--- config.mk ---
export PLATFORM = sky130hd
export DESIGN_NAME = cmd_issuer_flat
export DESIGN_NICKNAME = d
export VERILOG_FILES = /design/src/rtl/cmd_issuer_pkg.sv /design/src/rtl/cmd_issuer_if.sv /design/src/rtl/cmd_issuer_fifo.sv /design/src/rtl/cmd_issuer.sv /design/src/flat_wrapper.sv
export SDC_FILE = /design/constraint.sdc
export NUM_CORES = 1
export LEC_CHECK = 0
export CORE_MARGIN = 2
export CORE_UTILIZATION = 45
export CTS_CLUSTER_SIZE = 12
export DETAILED_ROUTE_END_ITERATION = 10
export DONT_BUFFER_PORTS = 1
export SLEW_MARGIN = 40
export SYNTH_ARGS = -nofsm -noshare
export SYNTH_HDL_FRONTEND = slang
export SYNTH_SLANG_ARGS = --single-unit
--- constraint.sdc ---
create_clock -name clk -period 2.4 [get_ports clk]
set_input_delay 0.36 -clock clk [delete_from_list [all_inputs] [get_ports clk]]
set_output_delay 0.36 -clock clk [all_outputs]
set_load 0.03 [all_outputs]
--- src/rtl/cmd_issuer_pkg.sv ---
// cmd_pkg: shared constants for the ALU command issuer.
// Contents: opcode values, bit positions of each field in the command byte,
// entry stage encodings, reject reason codes and a byte-packing helper.
package cmd_pkg;
    localparam logic [1:0] OP_ADD = 2'b00;
    localparam logic [1:0] OP_SUB = 2'b01;
    localparam logic [1:0] OP_MUL = 2'b10;
    localparam logic [1:0] OP_DIV = 2'b11;
    localparam int OP_POS  = 6;
    localparam int N1_POS  = 4;
    localparam int N2_POS  = 2;
    localparam int RID_POS = 0;
    typedef enum logic [1:0] {S_OP = 2'd0, S_N1 = 2'd1, S_N2 = 2'd2, S_RID = 2'd3} stage_t;
    localparam logic [1:0] REJ_NONE = 2'b00;
    localparam logic [1:0] REJ_DIV0 = 2'b01;
    localparam logic [1:0] REJ_FULL = 2'b10;
    function automatic logic [7:0] pack_cmd(logic [1:0] op, logic [1:0] n1, logic [1:0] n2, logic [1:0] rid);
        logic [7:0] c;
        c = 8'h00;
        c[OP_POS +: 2]  = op;
        c[N1_POS +: 2]  = n1;
        c[N2_POS +: 2]  = n2;
        c[RID_POS +: 2] = rid;
        return c;
    endfunction
endpackage

--- src/rtl/cmd_issuer_if.sv ---
// cmd_issuer_if: operator-side field entry and downstream command handshake.
// master drives field_in/field_stb/abort/cmd_ready; slave (cmd_issuer) drives
// cmd_out/cmd_valid/stage_out/reject/rej_code/count_out.
interface cmd_issuer_if #(parameter int CNT_W = 3);
    logic [1:0]       field_in;
    logic             field_stb;
    logic             abort;
    logic [7:0]       cmd_out;
    logic             cmd_valid;
    logic             cmd_ready;
    logic [1:0]       stage_out;
    logic             reject;
    logic [1:0]       rej_code;
    logic [CNT_W-1:0] count_out;
    modport master (
        output field_in, field_stb, abort, cmd_ready,
        input  cmd_out, cmd_valid, stage_out, reject, rej_code, count_out
    );
    modport slave (
        input  field_in, field_stb, abort, cmd_ready,
        output cmd_out, cmd_valid, stage_out, reject, rej_code, count_out
    );
endinterface

--- src/rtl/cmd_issuer_fifo.sv ---
// cmd_fifo: show-ahead synchronous FIFO, DEPTH x 8.
// Ports: clk, rst (async, active-high), push/din write, pop read,
// dout head byte (00 when empty), empty, full, count occupancy.
module cmd_fifo #(
    parameter int DEPTH = 4,
    parameter int CNT_W = $clog2(DEPTH) + 1
) (
    input  logic             clk,
    input  logic             rst,
    input  logic             push,
    input  logic [7:0]       din,
    input  logic             pop,
    output logic [7:0]       dout,
    output logic             empty,
    output logic             full,
    output logic [CNT_W-1:0] count
);
    localparam int PTR_W = $clog2(DEPTH);
    logic [7:0]       r_mem [DEPTH];
    logic [PTR_W-1:0] r_rd;
    logic [PTR_W-1:0] r_wr;
    logic [CNT_W-1:0] r_count;
    logic             w_push;
    logic             w_pop;
    assign empty  = r_count == '0;
    assign full   = r_count == CNT_W'(DEPTH);
    assign w_push = push & ~full;
    assign w_pop  = pop & ~empty;
    assign dout   = empty ? 8'h00 : r_mem[r_rd];
    assign count  = r_count;
    always_ff @(posedge clk or posedge rst) begin
        if (rst) begin
            r_rd    <= '0;
            r_wr    <= '0;
            r_count <= '0;
        end else begin
            r_rd    <= r_rd + PTR_W'(w_pop);
            r_wr    <= r_wr + PTR_W'(w_push);
            r_count <= r_count + CNT_W'(w_push) - CNT_W'(w_pop);
        end
    end
    always_ff @(posedge clk) begin
        if (w_push) r_mem[r_wr] <= din;
    end
endmodule

--- src/rtl/cmd_issuer.sv ---
// cmd_issuer: assembles 2-bit fields into ALU command bytes and queues them.
// Ports: clk, rst (async, active-high), bus (cmd_issuer_if.slave) carrying
// field entry, abort, the cmd valid/ready handshake, stage, reject status and occupancy.
module cmd_issuer
    import cmd_pkg::*;
#(
    parameter int DEPTH = 4,
    parameter int CNT_W = $clog2(DEPTH) + 1
) (
    input  logic         clk,
    input  logic         rst,
    cmd_issuer_if.slave  bus
);
    stage_t     r_state;
    stage_t     w_next;
    logic [1:0] r_op;
    logic [1:0] r_n1;
    logic [1:0] r_n2;
    logic       r_reject;
    logic [1:0] r_rej_code;
    logic       w_take;
    logic       w_done;
    logic       w_div0;
    logic       w_full;
    logic       w_empty;
    logic       w_push;
    logic       w_rej;
    logic [7:0] w_byte;
    always_comb begin
        w_take = bus.field_stb & ~bus.abort;
        w_next = bus.abort ? S_OP : (w_take ? stage_t'(r_state + 2'd1) : r_state);
        w_done = w_take & (r_state == S_RID);
        w_div0 = (r_op == OP_DIV) & (r_n2 == 2'b00);
        // full is judged on the pre-edge count, so a same-cycle pop cannot make room
        w_push = w_done & ~w_div0 & ~w_full;
        w_rej  = w_done & (w_div0 | w_full);
        w_byte = pack_cmd(r_op, r_n1, r_n2, bus.field_in);
    end
    always_ff @(posedge clk or posedge rst) begin
        if (rst) begin
            r_state    <= S_OP;
            r_op       <= 2'b00;
            r_n1       <= 2'b00;
            r_n2       <= 2'b00;
            r_reject   <= 1'b0;
            r_rej_code <= REJ_NONE;
        end else begin
            r_state    <= w_next;
            r_op       <= (w_take && r_state == S_OP) ? bus.field_in : r_op;
            r_n1       <= (w_take && r_state == S_N1) ? bus.field_in : r_n1;
            r_n2       <= (w_take && r_state == S_N2) ? bus.field_in : r_n2;
            r_reject   <= w_rej;
            r_rej_code <= w_rej ? (w_div0 ? REJ_DIV0 : REJ_FULL) : r_rej_code;
        end
    end
    cmd_fifo #(.DEPTH(DEPTH), .CNT_W(CNT_W)) u_fifo (
        .clk   (clk),
        .rst   (rst),
        .push  (w_push),
        .din   (w_byte),
        .pop   (bus.cmd_valid & bus.cmd_ready),
        .dout  (bus.cmd_out),
        .empty (w_empty),
        .full  (w_full),
        .count (bus.count_out)
    );
    assign bus.cmd_valid = ~w_empty;
    assign bus.stage_out = r_state;
    assign bus.reject    = r_reject;
    assign bus.rej_code  = r_rej_code;
endmodule

--- src/flat_wrapper.sv ---
// flat-port wrapper written by rule: the top's interface ports become plain ports
module cmd_issuer_flat import cmd_pkg::*;
#(
    parameter int DEPTH = 4,
    parameter int CNT_W = $clog2(DEPTH) + 1
)
  (clk, rst, bus_field_in, bus_field_stb, bus_abort, bus_cmd_ready, bus_cmd_out, bus_cmd_valid, bus_stage_out, bus_reject, bus_rej_code, bus_count_out);
  cmd_issuer_if #(.CNT_W(CNT_W)) bus_i ();
  input  logic clk;
  input  logic rst;
  input wire logic [$bits(bus_i.field_in)-1:0] bus_field_in;
  input wire logic [$bits(bus_i.field_stb)-1:0] bus_field_stb;
  input wire logic [$bits(bus_i.abort)-1:0] bus_abort;
  input wire logic [$bits(bus_i.cmd_ready)-1:0] bus_cmd_ready;
  output wire logic [$bits(bus_i.cmd_out)-1:0] bus_cmd_out;
  output wire logic [$bits(bus_i.cmd_valid)-1:0] bus_cmd_valid;
  output wire logic [$bits(bus_i.stage_out)-1:0] bus_stage_out;
  output wire logic [$bits(bus_i.reject)-1:0] bus_reject;
  output wire logic [$bits(bus_i.rej_code)-1:0] bus_rej_code;
  output wire logic [$bits(bus_i.count_out)-1:0] bus_count_out;
  assign bus_i.field_in = bus_field_in;
  assign bus_i.field_stb = bus_field_stb;
  assign bus_i.abort = bus_abort;
  assign bus_i.cmd_ready = bus_cmd_ready;
  assign bus_cmd_out = bus_i.cmd_out;
  assign bus_cmd_valid = bus_i.cmd_valid;
  assign bus_stage_out = bus_i.stage_out;
  assign bus_reject = bus_i.reject;
  assign bus_rej_code = bus_i.rej_code;
  assign bus_count_out = bus_i.count_out;
  cmd_issuer #(.DEPTH(DEPTH), .CNT_W(CNT_W)) u_core (.clk(clk), .rst(rst), .bus(bus_i));
endmodule
==> out/summary.log <==
qor: outcome.status completed
qor: place.dp_hpwl 2.39 mm
qor: power.power.leakage 0.883 nW
qor: floorplan.design.die.area 0.00517 mm²
qor: layout.layout.area.seq 0.00141 mm²
qor: floorplan.die_width 71.9 µm
qor: sta.timing.final.max_slew_violations 0
qor: clock_tree.postCtsSetupBuffers 0
qor: layout.area_of_the_multi_input_gates 626 µm²
qor: setup_path.critical_path.endpoint_type flop
qor: power.vdd_drop_max 542 µV
qor: synth.largest_cells_by_area_after_synthesis edfxtp_1 (46%), dfrtp_1 (22%), mux4_2 (8.7%), ha_1 (3.6%), mux2_2 (3.3%)
qor: synth.synthDominantCellAreaShare 0.463
qor: synth.syn-instance-count 120
qor: sta.setup_viol 0
qor: route.drt-total-wl 3.48 mm
qor: setup_path.cp_required 2570 ps
qor: clock_tree.cts.repair.resized 0
qor: sta.worst_pin_slew 706 ps
qor: power.switching_power 0.883 mW
qor: setup_path.worst-setup-path-type flop to flop
qor: route.detailedRoute.firstPassIterationCount 4
qor: place.finalWeightedCongestion 0.753
qor: sta.slew-limit-headroom 0.529
qor: clock_tree.clock_pin_slew_on_the_worst_setup_and_hold_paths 80 ps
qor: layout.num_antenna_cells 0
qor: route.drtAntennaViolNets 0
qor: setup_path.critPathLaunchType flop
qor: setup_path.cp_data_arrival_time 2340 ps
qor: grt.number_of_global_route_vias_before_repair 1074
qor: clock_tree.clock_tree.htree_level_count 2
qor: power.sw_frac_of_total 0.342
qor: synth.netlist-cell-type-count 30
qor: setup_path.crit-reg2reg-launch u_core.r_n2[0]
qor: setup_path.reg2reg_depth 8
qor: sta.finClkSkew 9.03 ps
qor: sta.timing.final.crit_share 0.903
qor: clock_tree.clk_path_buf_depth 2
qor: floorplan.std_cell_rows 24
qor: synth.synth.yosys.warnings 0
qor: grt.grt_pass1_wl 5.71 mm
qor: clock_tree.clock_latency_on_the_worst_skew_pair 290 ps
qor: floorplan.placeableCoreArea 0.00441 mm²
qor: synth.synth.yosys.seq_area_share 0.680
qor: clock_tree.cts_buffers 5
qor: clock_tree.cts.root.buffer_cell clkbuf_8
qor: layout.areaGrowthSynthToFinish 10.8%
qor: worst_hold_path.holdCritPathClass input pin to asynchronous set/reset pin
qor: setup_path.r2r-end u_core.u_fifo.count[2]
qor: job.max_cap_violations 0
qor: route.post_drt_via_cell_ratio 5.47
qor: synth.synth.ff_latch_count 50
qor: power.fraction_of_power_consumed_by_combinational_cells 0.324
qor: floorplan.die_h 71.9 µm
qor: layout.final_layout_size_suffix_gt1_frac 0.252
qor: synth.synth_largest_area_cell edfxtp_1
qor: clock_tree.tritoncts built
qor: power.power-per-cell-area 1120 mW/mm²
qor: grt.grt_overflow_total 0
qor: synth.mappedNetlistArea 0.00208 mm²
qor: route.routed-via-count 1022
qor: power.clkPwrFrac 0.217
qor: clock_tree.cts_num_sinks 50
qor: place.number_of_port_buffers 0
qor: grt.grt_start_max_net_pins 19
qor: grt.grt_usage 0.155
qor: route.drtIter0Drc 78
qor: power.power.sequential.fraction 0.459
qor: layout.layout.nets 148
qor: floorplan.floorplan.initialDensity 0.471
qor: sta.rsz0062_at_grt no
qor: sta.setup_total_negative_slack 0 ps
qor: sta.period_needed 2170 ps
qor: route.drt-wirelength-per-cell 18.6 µm
qor: synth.async_s_r_ff_share_synth 0.360
qor: synth.yosys_most_used_dff edfxtp_1
qor: setup_path.worstPathMaxFanout 6
qor: synth.synth_edf_count 32
qor: layout.final.fill_count 378
qor: floorplan.io-pin-count 24
qor: layout.final_core_util 0.522
qor: synth.post_synth.cell_area_avg 17.3 µm²
qor: route.detail_route.drc_violations 0
qor: clock_tree.holdBufCountCts 0
qor: setup_path.reg_to_reg_slack_setup 230 ps
qor: sta.peak_clock_frequency_supported_by_timing 461 MHz
qor: grt.antenna_violations_before_repair 0
qor: sta.finalHoldViolCount 0
qor: synth.synth_nets 134
qor: power.power.internal 1.70 mW
power groups by stage:
stage / sequential [mW] / combinational, mW / clock, mW
after global routing: 1.21 / 0.917 / 0.621
after detailed placement: 1.20 / 0.852 / 0
final: 1.19 / 0.835 / 0.560
after global placement: 1.19 / 0.840 / 0
after CTS: 1.18 / 0.854 / 0.580
after floorplan: 1.22 / 0.664 / 0
cells in the final DEF, fill, tap and decap left out, drive strengths merged, types with 3 or more instances in the layout:
cell type	count
inv	5
nand3	3
nor2	4
xnor2	5
ha	6
and2	8
mux2	6
nand2	4
mux4	8
dfrtp	18
clkbuf	7
edfxtp	32
buf	10
per-layer routing:
metal | up-vias | global-route usage | wire length [µm]
li1 | 470 | - | -
met1 | 524 | 0.206 | 1640
met2 | 26 | 0.246 | 1700
met3 | 2 | 0.0583 | 130
met4 | 0 | 0.0377 | 14
met5 | - | 0 | 0
worst max-delay path, stage by stage (launching register included):
cell,delay (ps)
dfrtp_1,420
and4bb_4,270
a211o_4,330
inv_2,80
xnor2_1,70
ha_1,200
fa_1,380
xor2_1,160
xnor2_1,130
through the flow:
stage                     total power [mW]  setup WS (ps)  instances  area (µm²)  hold WS (ps)
final                                 2.58            232        187        2300          61.3
after global routing                  2.75           77.0        187        2300          92.3
after CTS                             2.62            239        187        2300          75.4
after detailed placement              2.06            263        179        2200           401
after global placement                2.03            334        179        2200           399
after floorplan                       1.88            138        120        2080           299
logic make-up (layout without fill, tap and decap cells):
logic type               Yosys count  in the layout  share of synthesized area
XOR/XNOR                           7              7                     0.0295
AO/OA/AOI/OAI                      5              5                     0.0211
buffers and inverters              8             23                     0.0193
flip-flops                        50             50                      0.680
AND/OR/NAND/NOR                   28             28                     0.0807
multiplexers                      15             15                      0.124
adder cells (fa/ha/maj)            7              7                     0.0458
Yosys cell counts (2+ instances only):
library cell and number:
inv_1 4, nand2_1 4, nand3_1 3, dfrtp_1 18, a21oi_1 2, mux4_2 8
mux2_2 6, and2_1 8, ha_1 6, xor2_1 2, xnor2_1 5, nor2_1 4
edfxtp_1 32, nor3b_1 2
flip-flops by register name, summed over array words and instances, names as in the netlist:
register              flops
u_core.u_fifo.r_mem      32
u_core.u_fifo.count       3
u_core.bus.rej_code       2
u_core.bus.stage_out      2
u_core.r_n1               2
u_core.r_n2               2
u_core.r_op               2
u_core.u_fifo.r_rd        2
u_core.u_fifo.r_wr        2
u_core.bus.reject         1
final cells by class:
cell class,instances,area share
clock buffers,7,0.0332
repair buffers,10,0.0326
inverters,5,0.00815
well taps,52,0.0283
multi-input cells,62,0.272
flip-flops and latches,50,0.613
clock inverters,1,0.0130
how the worst max path moves through the flow:
stage | startpoint | endpoint | slack [ps] | cells after the start
3_3_place_gp | u_core.r_n2[0] | u_core.u_fifo.count[2] | 330 | 8
4_1_cts | u_core.r_n2[0] | u_core.u_fifo.count[2] | 240 | 8
2_1_floorplan | u_core.bus.stage_out[0] | u_core.u_fifo.count[2] | 140 | 9
3_5_place_dp | u_core.r_n2[0] | u_core.u_fifo.count[2] | 260 | 8
5_1_grt | u_core.r_n2[0] | u_core.u_fifo.count[2] | 80 | 8
6_report | u_core.r_n2[0] | u_core.u_fifo.count[2] | 230 | 8
Power figures use the tool's default switching activity.
